--- src/rtl/muldiv_sched.sv ---
// HI/LO owner and sequencer for the shared multiplier and divider cores.
// Accepts MULT/MULTU/DIV/DIVU/MTHI/MTLO, drives start pulses, commits results and stalls the PC.
module muldiv_sched #(
    parameter int MUL_LAT     = 1,
    parameter int DIV_TIMEOUT = 64
) (
    input  logic        clk,
    input  logic        rst,
    input  logic        op_valid,
    input  logic [2:0]  op,
    input  logic [31:0] src_a,
    input  logic [31:0] src_b,
    input  logic        rd_hi,
    input  logic        rd_lo,
    output logic        stall,
    output logic        busy,
    output logic [31:0] hi_out,
    output logic [31:0] lo_out,
    output logic        mul_start,
    output logic        mul_signed,
    output logic [31:0] mul_a,
    output logic [31:0] mul_b,
    input  logic [63:0] mul_p,
    output logic        div_start,
    output logic        div_signed,
    output logic [31:0] div_dividend,
    output logic [31:0] div_divisor,
    input  logic        div_busy,
    input  logic [31:0] div_q,
    input  logic [31:0] div_r,
    output logic        err
);

    localparam int              TW        = $clog2(DIV_TIMEOUT + 1);
    localparam logic [3:0]      MUL_LAT_C = 4'(MUL_LAT);
    localparam logic [TW-1:0]   TMO_LAST  = TW'(DIV_TIMEOUT - 1);

    typedef enum logic [2:0] {
        S_IDLE      = 3'd0,
        S_MUL_WAIT  = 3'd1,
        S_DIV_ISSUE = 3'd2,
        S_DIV_WAIT  = 3'd3,
        S_DONE      = 3'd4
    } state_t;

    state_t        state_q, state_d;
    logic [31:0]   hi_q, hi_d, lo_q, lo_d;
    logic [31:0]   opa_q, opa_d, opb_q, opb_d;
    logic          sgn_q, sgn_d;
    logic [3:0]    cnt_q, cnt_d;
    logic [TW-1:0] tmo_q, tmo_d;
    logic          err_q, err_d;
    logic          mul_start_q, mul_start_d;
    logic          div_start_q, div_start_d;
    logic          ext_req_s;

    assign ext_req_s = op_valid | rd_hi | rd_lo;

    // Next-state, result capture and combinational stall
    always_comb begin
        state_d     = state_q;
        hi_d        = hi_q;
        lo_d        = lo_q;
        opa_d       = opa_q;
        opb_d       = opb_q;
        sgn_d       = sgn_q;
        cnt_d       = cnt_q;
        tmo_d       = tmo_q;
        err_d       = err_q;
        mul_start_d = 1'b0;
        div_start_d = 1'b0;
        stall       = 1'b0;
        case (state_q)
            S_IDLE: begin
                if (op_valid) begin
                    case (op)
                        3'b000, 3'b001: begin
                            opa_d       = src_a;
                            opb_d       = src_b;
                            sgn_d       = ~op[0];
                            stall       = 1'b1;
                            cnt_d       = MUL_LAT_C;
                            mul_start_d = 1'b1;
                            state_d     = S_MUL_WAIT;
                        end
                        3'b010, 3'b011: begin
                            opa_d = src_a;
                            opb_d = src_b;
                            sgn_d = ~op[0];
                            stall = 1'b1;
                            // Divide by zero bypasses the core with fixed results
                            if (src_b == 32'd0) begin
                                hi_d    = src_a;
                                lo_d    = 32'hFFFF_FFFF;
                                state_d = S_DONE;
                            end else begin
                                div_start_d = 1'b1;
                                state_d     = S_DIV_ISSUE;
                            end
                        end
                        3'b100:  hi_d = src_a;
                        3'b101:  lo_d = src_a;
                        default: state_d = S_IDLE;
                    endcase
                end else begin
                    state_d = S_IDLE;
                end
            end
            S_MUL_WAIT: begin
                stall = ext_req_s;
                cnt_d = cnt_q - 4'd1;
                if (cnt_q == 4'd1) begin
                    hi_d    = mul_p[63:32];
                    lo_d    = mul_p[31:0];
                    state_d = S_DONE;
                end else begin
                    state_d = S_MUL_WAIT;
                end
            end
            S_DIV_ISSUE: begin
                stall   = ext_req_s;
                tmo_d   = '0;
                state_d = S_DIV_WAIT;
            end
            S_DIV_WAIT: begin
                stall = ext_req_s;
                // The core raises busy one cycle after start, so the first wait cycle is blind
                if ((tmo_q != '0) && !div_busy) begin
                    hi_d    = div_r;
                    lo_d    = div_q;
                    state_d = S_DONE;
                end else if (tmo_q == TMO_LAST) begin
                    err_d   = 1'b1;
                    state_d = S_DONE;
                end else begin
                    tmo_d = tmo_q + TW'(1);
                end
            end
            S_DONE: begin
                state_d = S_IDLE;
            end
            default: begin
                state_d = S_IDLE;
            end
        endcase
    end

    // State and datapath registers with synchronous reset
    always_ff @(posedge clk) begin
        if (rst) begin
            state_q     <= S_IDLE;
            hi_q        <= 32'd0;
            lo_q        <= 32'd0;
            opa_q       <= 32'd0;
            opb_q       <= 32'd0;
            sgn_q       <= 1'b0;
            cnt_q       <= 4'd0;
            tmo_q       <= '0;
            err_q       <= 1'b0;
            mul_start_q <= 1'b0;
            div_start_q <= 1'b0;
        end else begin
            state_q     <= state_d;
            hi_q        <= hi_d;
            lo_q        <= lo_d;
            opa_q       <= opa_d;
            opb_q       <= opb_d;
            sgn_q       <= sgn_d;
            cnt_q       <= cnt_d;
            tmo_q       <= tmo_d;
            err_q       <= err_d;
            mul_start_q <= mul_start_d;
            div_start_q <= div_start_d;
        end
    end

    assign busy         = (state_q != S_IDLE);
    assign hi_out       = hi_q;
    assign lo_out       = lo_q;
    assign mul_start    = mul_start_q;
    assign mul_signed   = sgn_q;
    assign mul_a        = opa_q;
    assign mul_b        = opb_q;
    assign div_start    = div_start_q;
    assign div_signed   = sgn_q;
    assign div_dividend = opa_q;
    assign div_divisor  = opb_q;
    assign err          = err_q;

endmodule

--- config.mk ---
export PLATFORM = sky130hd
export DESIGN_NAME = muldiv_sched
export DESIGN_NICKNAME = d
export VERILOG_FILES = /design/src/rtl/muldiv_sched.sv
export SDC_FILE = /design/constraint.sdc
export NUM_CORES = 1
export LEC_CHECK = 0
export ABC_AREA = 1
export CORE_AREA = 2 2 154 156
export CTS_CLUSTER_DIAMETER = 100
export CTS_CLUSTER_SIZE = 8
export DETAILED_ROUTE_END_ITERATION = 16
export DIE_AREA = 0 0 156 158
export PLACE_DENSITY = 0.71
export SLEW_MARGIN = 0
export SYNTH_ARGS = -nofsm -noshare
export SYNTH_HDL_FRONTEND = slang
export SYNTH_SLANG_ARGS = --single-unit
--- constraint.sdc ---
create_clock -name clk -period 2.15 [get_ports clk]
set_input_delay 0.5375 -clock clk [delete_from_list [all_inputs] [get_ports clk]]
set_output_delay 0.5375 -clock clk [all_outputs]
set_load 0.02 [all_outputs]
==> results.cfg, run 1 <==
[sta]
tns_ns = 0
rsz0062_at_grt = false
worst_pin_slew_ns = 0.450
drv_slew = 0
setup_viol = 0
finClkSkew_ns = 0.0156
post-route-min-period_ns = 2.04
fmax_mhz = 490
relSlewSlack = 0.700
hold_viol_final = 0
finalCritPeriodShare = 0.950
setup_slack_ns = 0.108

[route]
drtIter0Drc = 465
drt_first_pass_iters = 7
avgViaCountPerCell = 4.75
drcViolationCount = 0
drtAntennaViolNets = 0
wl_per_cell_um = 16.4
via_count = 9092
drt_wl_total_mm = 31.4

[grt]
grt_first_pass_wirelength_mm = 46.7
grt_usage = 0.246
overflow = 0
grt_pass1_vias = 8492
grt_max_degree = 65
antenna_found_initial = 0

[clock_network]
cts_buffer_depth = 2
cts-root-buf = clkbuf_16
cts.clk_slew.worst_paths_ns = 0.06
clock_latency_ns = 0.42
cts_setup_buffers = 0
cts_buffers = 17
h-tree-depth = 4
clock_sinks = 146
tritoncts = yes

[placement]
placed_area_um2 = 12200
gp_congestion = 0.827
io_buffers = 399
dp.cells = 1884
pre_cts_slack_ns = -0.408
hpwlAfterDp_mm = 22.9

[setup_path]
r2r-end = cnt_q[2]
crit_family = buffers and inverters
critical_path_buf_inv_count = 3
endpoint_kind = output port
cp.arrival_ns = 1.50
r2r_start = state_q[2]
crit_path_top_delay_cell = clkdlybuf4s50_1
reg2reg_depth = 11
worst-path-max-fanout = 3
required_ns = 1.61
path_class = in2out
worstSetupStartpointType = input pin
r2r_slack_ns = 0.26
path_cells = clkdlybuf4s50_1 -> nand2_2 -> nor2_4 -> inv_2 -> nand2_1 -> buf_2
max_stage_delay_ns = 0.52

[die]
die_y_um = 158
pin_count = 400
start_util = 0.350
die-area_um2 = 24600
die_w_um = 156
core_area_um2 = 23100
row_count = 56

[synthesis]
syn-num-nets = 1487
syn_area_um2 = 8060
ys_seq_area_frac = 0.363
synth.distinct_cells = 29
avgSynthCellArea_um2 = 6.29
ys.warnings.count = 0
ys_ff_latch = 146
yosys-top-cells-area = dfxtp_1 (36%), nand2_1 (14%), nor2_1 (9.5%), inv_1 (8.6%), a21oi_1 (6.5%)
synth_top_area_cell = dfxtp_1
async_flop_share = 0
synth_cells = 1282
synth_top_area_share = 0.363
synthFlopType = dfxtp_1
synth_enable_flop_cells = 0

[final_layout]
final_common_cell = clkdlybuf4s50_1
area_growth_pct = 59.0
mostFrequentLayoutCells = clkdlybuf4s50_1 (397), nand2_1 (292), nor2_1 (201), inv_1 (183), dfxtp_1 (145)
final_util = 0.556
final_cell_count_no_fill = 1916
n_antenna_cell = 0
nNetsFinal = 1818
design_area_um2 = 12800
drive_gt1_frac = 0.0652

[min_path]
min_path_type = reg2reg
worstHoldStart = tmo_q[2]
whs_endpoint = tmo_q[2]
min_path_cells = 2

[pwr]
ir_drop_v = 0.000403
pwr-share-clk = 0.299
p_per_area_nw_per_um2 = 804
p_int_w = 0.00664
p_leak_nw = 5.74
switchingPower_w = 0.00366
sw_frac_of_total = 0.355
p_seq_frac = 0.321
pwr-share-comb = 0.380

[job]
cap_violations = 0

[status]
status = completed
synthesized netlist by cell type, types with 4 or more instances:
cell type / n
a21oi_1: 105
nor2_1: 203
nand3_1: 10
inv_1: 184
o21ai_0: 101
ha_1: 4
clkbuf_1: 38
dfxtp_1: 146
buf_4: 65
nand4_1: 67
buf_2: 36
nor3_1: 4
nand2_1: 294
area by class of cell:
| type | instances | area, µm² |
|---|---|---|
| Fill cell | 2246 | 10200 |
| Timing Repair Buffer | 455 | 4590 |
| Multi-Input combinational cell | 805 | 3610 |
| Sequential cell | 146 | 2920 |
| Inverter | 188 | 708 |
| Clock buffer | 20 | 467 |
| Tap cell | 290 | 363 |
| Clock inverter | 12 | 145 |
worst max path at each step:
stage / from / end / slack, ns / cells past startpoint
floorplan: state_q[2] / stall / 0.15 / 8
global placement: op_valid / stall / -0.32 / 6
detailed placement: op_valid / div_dividend[1] / -0.41 / 7
CTS: state_q[2] / div_dividend[2] / 0.04 / 9
global route: src_b[14] / hi_out[15] / 0.02 / 11
finish: op_valid / stall / 0.11 / 6
cells by family after synthesis:
| kind of cell | Yosys count | share of synthesized area |
|---|---|---|
| AO/OA/AOI/OAI | 214 | 0.136 |
| XOR/XNOR | 2 | 0.00217 |
| adder cells (fa/ha/maj) | 4 | 0.00621 |
| buffers and inverters | 331 | 0.193 |
| flip-flops | 146 | 0.363 |
| AND/OR/NAND/NOR | 585 | 0.300 |
repair_timing:
item,in CTS,in global routing
resized for setup,5,7
endpoints found under the setup margin,2,56
hold buffers,0,0
pin swaps,0,0
layer usage:
| metal | up-vias | wire [µm] | share of wire | global-route usage |
|---|---|---|---|---|
| met5 | - | 0 | 0 | 0 |
| met4 | 0 | 1010 | 0.032 | 0.105 |
| met3 | 53 | 2210 | 0.070 | 0.0471 |
| met2 | 384 | 15700 | 0.50 | 0.442 |
| met1 | 4066 | 12500 | 0.40 | 0.286 |
| li1 | 4589 | - | - | - |
registers in the layout, summed over array words and instances (netlist names):
name	count
div_signed	1
err	1
mul_start	1
div_divisor	32
tmo_q	7
lo_out	32
div_start	1
hi_out	32
state_q	3
cnt_q	4
div_dividend	32
through the flow:
step,total power (W),hold slack (ns)
6_report,0.0103,0.477
2_1_floorplan,0.00546,0.447
3_5_place_dp,0.00728,0.474
3_3_place_gp,0.00723,0.465
4_1_cts,0.0104,0.479
5_1_grt,0.0109,0.502
power groups by stage:
stage | combinational, W | sequential, W | clock [W]
2_1_floorplan | 0.00173 | 0.00373 | 0
3_3_place_gp | 0.00388 | 0.00335 | 0
3_5_place_dp | 0.00392 | 0.00336 | 0
4_1_cts | 0.00394 | 0.00331 | 0.00315
5_1_grt | 0.00427 | 0.00335 | 0.00326
6_report | 0.00392 | 0.00331 | 0.00308
worst min-delay path: cells and delay by family (launching register included):
kind	cells	cell delay (ns)
AOI/OAI and AO/OA	1	0.05
buffers and inverters	1	0.06
DFF	1	0.33
No activity file was read; power rests on OpenSTA's default activity.
==> run 2, diff against run 1 <==
==> constraint.sdc (replaced) <==
create_clock -name clk -period 2.15 [get_ports clk]
set_input_delay 0.43 -clock clk [delete_from_list [all_inputs] [get_ports clk]]
set_output_delay 0.43 -clock clk [all_outputs]
set_load 0.02 [all_outputs]
==> run 2 against run 1 <==
- cell count is 0.16% lower
- die area stayed put
- total power decreased by 1.5%
- via count hardly changed
- count of clock-buffer cells in the layout down 3
- largest power group unchanged
- largest cell class unchanged
- sequential share of layout area grew 0.20 points
- critical path depth up 2
- critical path type is now reg2out
- first-iteration DRC count is 6.7% higher
- worst setup slack improved by 0.023 ns
- design area down 0.91%
- non-clock buffer count is 3 lower
- critical endpoint unchanged
==> results.cfg, run 2 (synthesis gave the netlist of run 1 again) <==
[sta]
finClkSkew_ns = 0.0141
fmax_mhz = 495
drv_slew = 0
tns_ns = 0
setup_viol = 0
post-route-min-period_ns = 2.02
hold_viol_final = 0
relSlewSlack = 0.575
rsz0062_at_grt = false
worst_pin_slew_ns = 0.637
finalCritPeriodShare = 0.939
whs_ns = 0.482

[min_path]
min_path_type = reg2reg
min_path_cells = 1
worstHoldStart = err

[grt]
grt_first_pass_wirelength_mm = 46.1
grt-busiest-layer = met2
grt_max_degree = 59
overflow = 0
use_met1 = 0.281
antenna_found_initial = 0
grt_pass1_vias = 8491
use_met2 = 0.436
grt_usage = 0.245
grt_use_met3 = 0.0520

[route]
drt_first_pass_iters = 8
drcViolationCount = 0
drt_wl_total_mm = 31.6
drtIter0Drc = 496
drtAntennaViolNets = 0
wl_per_cell_um = 16.5
via_count = 9094
avgViaCountPerCell = 4.75

[placement]
hpwlAfterDp_mm = 22.9
dp.cells = 1881
io_buffers = 399
gp_congestion = 0.851

[die]
row_count = 56
pin_count = 400
die_y_um = 158
core_area_um2 = 23100
die_w_um = 156
die-area_um2 = 24600
start_util = 0.350

[clock_network]
cts_buffers = 17
cts.clk_slew.worst_paths_ns = 0.06
tritoncts = yes
clock_sinks = 146
clock_latency_ns = 0.42
cts-root-buf = clkbuf_16
h-tree-depth = 4
cts_buffer_depth = 2

[pwr]
p_per_area_nw_per_um2 = 799
p_leak_nw = 5.72
ir_drop_v = 0.000431

[final_layout]
mostFrequentLayoutCells = clkdlybuf4s50_1 (397), nand2_1 (293), nor2_1 (200), inv_1 (182), dfxtp_1 (146)
final_common_cell = clkdlybuf4s50_1
n_fill_cell = 2202
n_antenna_cell = 0
final_util = 0.551
final_cell_count_no_fill = 1913
area_growth_pct = 57.5
nNetsFinal = 1815
drive_gt1_frac = 0.0628

[setup_path]
path_class = reg2out
startpoint = state_q[1]
cp.arrival_ns = 1.59
endpoint_kind = output port
r2r_start = tmo_q[0]
worst-path-max-fanout = 3
worstSetupStartpointType = register
reg2reg_depth = 14
required_ns = 1.72

[job]
cap_violations = 0

[status]
status = completed
==> run 2: routing by layer <==
metal / share of wire / vias up
met5: 0 / -
met3: 0.072 / 65
li1: - / 4586
met1: 0.39 / 4048
met2: 0.50 / 395
met4: 0.037 / 0
==> run 2: through the flow <==
| stage | total power, W | area [µm²] | setup slack [ns] |
|---|---|---|---|
| floorplan | 0.00546 | 8060 | 0.257 |
| global placement | 0.00719 | 12100 | -0.114 |
| detailed placement | 0.00724 | 12100 | -0.148 |
| CTS | 0.0102 | 12700 | 0.0441 |
| global route | 0.0107 | 12700 | 0.00362 |
| finish | 0.0101 | 12700 | 0.130 |
==> run 2: critical path, stage by stage, from the launching register on <==
cell	delay, ns
dfxtp_1	0.35
inv_2	0.11
nand2_1	0.08
inv_2	0.08
nand2_1	0.09
nor2_4	0.11
inv_2	0.04
nand2_1	0.05
clkdlybuf4s15_2	0.26
==> run 2: cell type report <==
type / count / area [µm²] / area share
timing repair buffer: 452 / 4530 / 0.357
multi-input combinational: 805 / 3600 / 0.284
clock buffer: 17 / 425 / 0.0335
clock inverter: 15 / 145 / 0.0114
inverter: 188 / 708 / 0.0558
sequential: 146 / 2920 / 0.230
tap: 290 / 363 / 0.0286
==> run 2: power breakdown <==
group          switching (W)  internal [W]
combinational        0.00217       0.00171
sequential          0.000238       0.00307
clock                0.00133       0.00164
==> run 2: worst paths after layout <==
path / endpoint / slack [ns]
max: stall / 0.13
min: err / 0.48
max reg2reg: lo_out[23] / 0.22
min reg2reg: err / 0.48
==> run 2: what timing repair did <==
action / 4_1_cts / 5_1_grt
setup endpoints to repair: 2 / 1
hold buffers: 0 / 0
cloned: 0 / 0
buffers inserted: 0 / 0
hold endpoints to repair: 0 / 0
gates resized for setup: 4 / 2
==> run 3, diff against run 2 <==
--- a/config.mk
+++ b/config.mk
@@ -6,12 +6,13 @@
 export NUM_CORES = 1
 export LEC_CHECK = 0
 export ABC_AREA = 1
+export CAP_MARGIN = 20
 export CORE_AREA = 2 2 154 156
 export CTS_CLUSTER_DIAMETER = 100
 export CTS_CLUSTER_SIZE = 8
 export DETAILED_ROUTE_END_ITERATION = 16
 export DIE_AREA = 0 0 156 158
-export PLACE_DENSITY = 0.71
+export PLACE_DENSITY = 0.83
 export SLEW_MARGIN = 0
 export SYNTH_ARGS = -nofsm -noshare
 export SYNTH_HDL_FRONTEND = slang
==> run 3 against run 2 <==
- sequential share of layout area fell by 0.19 points
- sequential power barely moved
- critical path depth did not move
- non-clock buffer count fell by 3
- clock power rose by 9.1%
- wire length fell by 1.9%
- cell count fell by 0.16%
- count of clock-buffer cells in the layout did not move
- critical path type unchanged
==> results.cfg, run 3 (synthesis gave the netlist of run 1 again) <==
[pwr]
ir_drop_v = 0.000426
p_per_area_nw_per_um2 = 816
p_leak_nw = 5.75

[grt]
grt_first_pass_wirelength_mm = 46.1
grt_pass1_vias = 8568
grt_usage = 0.239
antenna_found_initial = 0
grt_max_degree = 88
overflow = 0

[job]
cap_violations = 0

[route]
drtAntennaViolNets = 0
drt_first_pass_iters = 5
wl_per_cell_um = 16.2
via_count = 9306
drtIter0Drc = 629
drt_wl_total_mm = 31.0
avgViaCountPerCell = 4.87
drcViolationCount = 0

[final_layout]
final_cell_count_no_fill = 1910
area_growth_pct = 58.8
mostFrequentLayoutCells = clkdlybuf4s50_1 (397), nand2_1 (292), nor2_1 (200), inv_1 (182), dfxtp_1 (146)
nNetsFinal = 1812
final_common_cell = clkdlybuf4s50_1
n_antenna_cell = 0
final_util = 0.555
drive_gt1_frac = 0.0617

[die]
die-area_um2 = 24600
row_count = 56
core_area_um2 = 23100
start_util = 0.350
die_w_um = 156
pin_count = 400
die_y_um = 158

[clock_network]
h-tree-depth = 4
cts-root-buf = clkbuf_16
cts.clk_slew.worst_paths_ns = 0.06
cts_buffers = 17
clock_sinks = 146
cts_buffer_depth = 2
cts_hold_buf = 0
clock_latency_ns = 0.42
tritoncts = yes

[sta]
finalCritPeriodShare = 0.920
drv_slew = 0
hold_viol_final = 0
rsz0062_at_grt = false
relSlewSlack = 0.740
post-route-min-period_ns = 1.98
worst_pin_slew_ns = 0.390
fmax_mhz = 506
finClkSkew_ns = 0.0122
setup_viol = 0

[placement]
dp.cells = 1878
hpwlAfterDp_mm = 22.8
gp_congestion = 0.924
io_buffers = 399

[setup_path]
path_class = reg2out
r2r_start = tmo_q[0]
worst-path-max-fanout = 3
worstSetupStartpointType = register
endpoint_kind = output port
startpoint = state_q[1]
required_ns = 1.72
cp.arrival_ns = 1.55

[min_path]
worstHoldStart = err
min_path_type = reg2reg

[status]
status = completed
## run 3: changes by cell type in the layout (fill, tap and decap cells not counted), sizes merged
cell / before / now
clkinv: 4 / 2
bufinv: 1 / 3
buf: 53 / 51
clkdlybuf4s15: 1 / 0
## run 3: timing repair
action | 4_1_cts | 5_1_grt
resized for setup | 4 | 5
setup endpoints to repair | 2 | 7
setup buffers | 0 | 0
pin swaps | 0 | 1
## run 3: worst paths after layout
kind | end | slack (ns) | cells past startpoint
max | stall | 0.17 | 8
min | err | 0.48 | 1
max reg2reg | hi_out[15] | 0.22 | 14
min reg2reg | err | 0.48 | 1
## run 3: critical path, cell delays in order, from the launching register on
cell     delay [ns]
dfxtp_1        0.36
inv_2          0.11
nand2_1        0.09
inv_2          0.08
nand2_1        0.10
nor2_4         0.12
inv_2          0.04
nand2_1        0.08
buf_2          0.16
## run 3: metrics by stage
stage                     total power (W)  instance area [µm²]  hold slack, ns  TNS (ns)  setup WS, ns
after floorplan                   0.00546                 8060           0.447         0         0.257
after global placement            0.00719                12200           0.457     -3.34        -0.137
after detailed placement          0.00726                12200           0.466     -7.15        -0.190
after CTS                          0.0105                12800           0.486         0        0.0187
after global routing               0.0110                12800           0.495         0       0.00968
final                              0.0104                12800           0.484         0         0.173
## run 3: per-layer routing
layer  routed length, µm  GRT usage  up-vias
met4                1390      0.120        0
met5                   0          0        -
met1               12400      0.282     4196
li1                    -          -     4591
met3                2280     0.0545       74
met2               14900      0.411      445
## run 3: power breakdown
part / switching, W / total, W / internal (W)
combinational: 0.00217 / 0.00392 / 0.00175
clock: 0.00133 / 0.00323 / 0.00189
sequential: 0.000237 / 0.00330 / 0.00307
total: 0.00374 / 0.0104 / 0.00671
## run 3: area by class of cell
type | instances | area (µm²)
timing repair buffer | 449 | 4570
fill | 2156 | 10300
clock buffer | 17 | 425
tap | 290 | 363
clock inverter | 15 | 210
sequential | 146 | 2920
multi-input combinational | 805 | 3600
inverter | 188 | 708
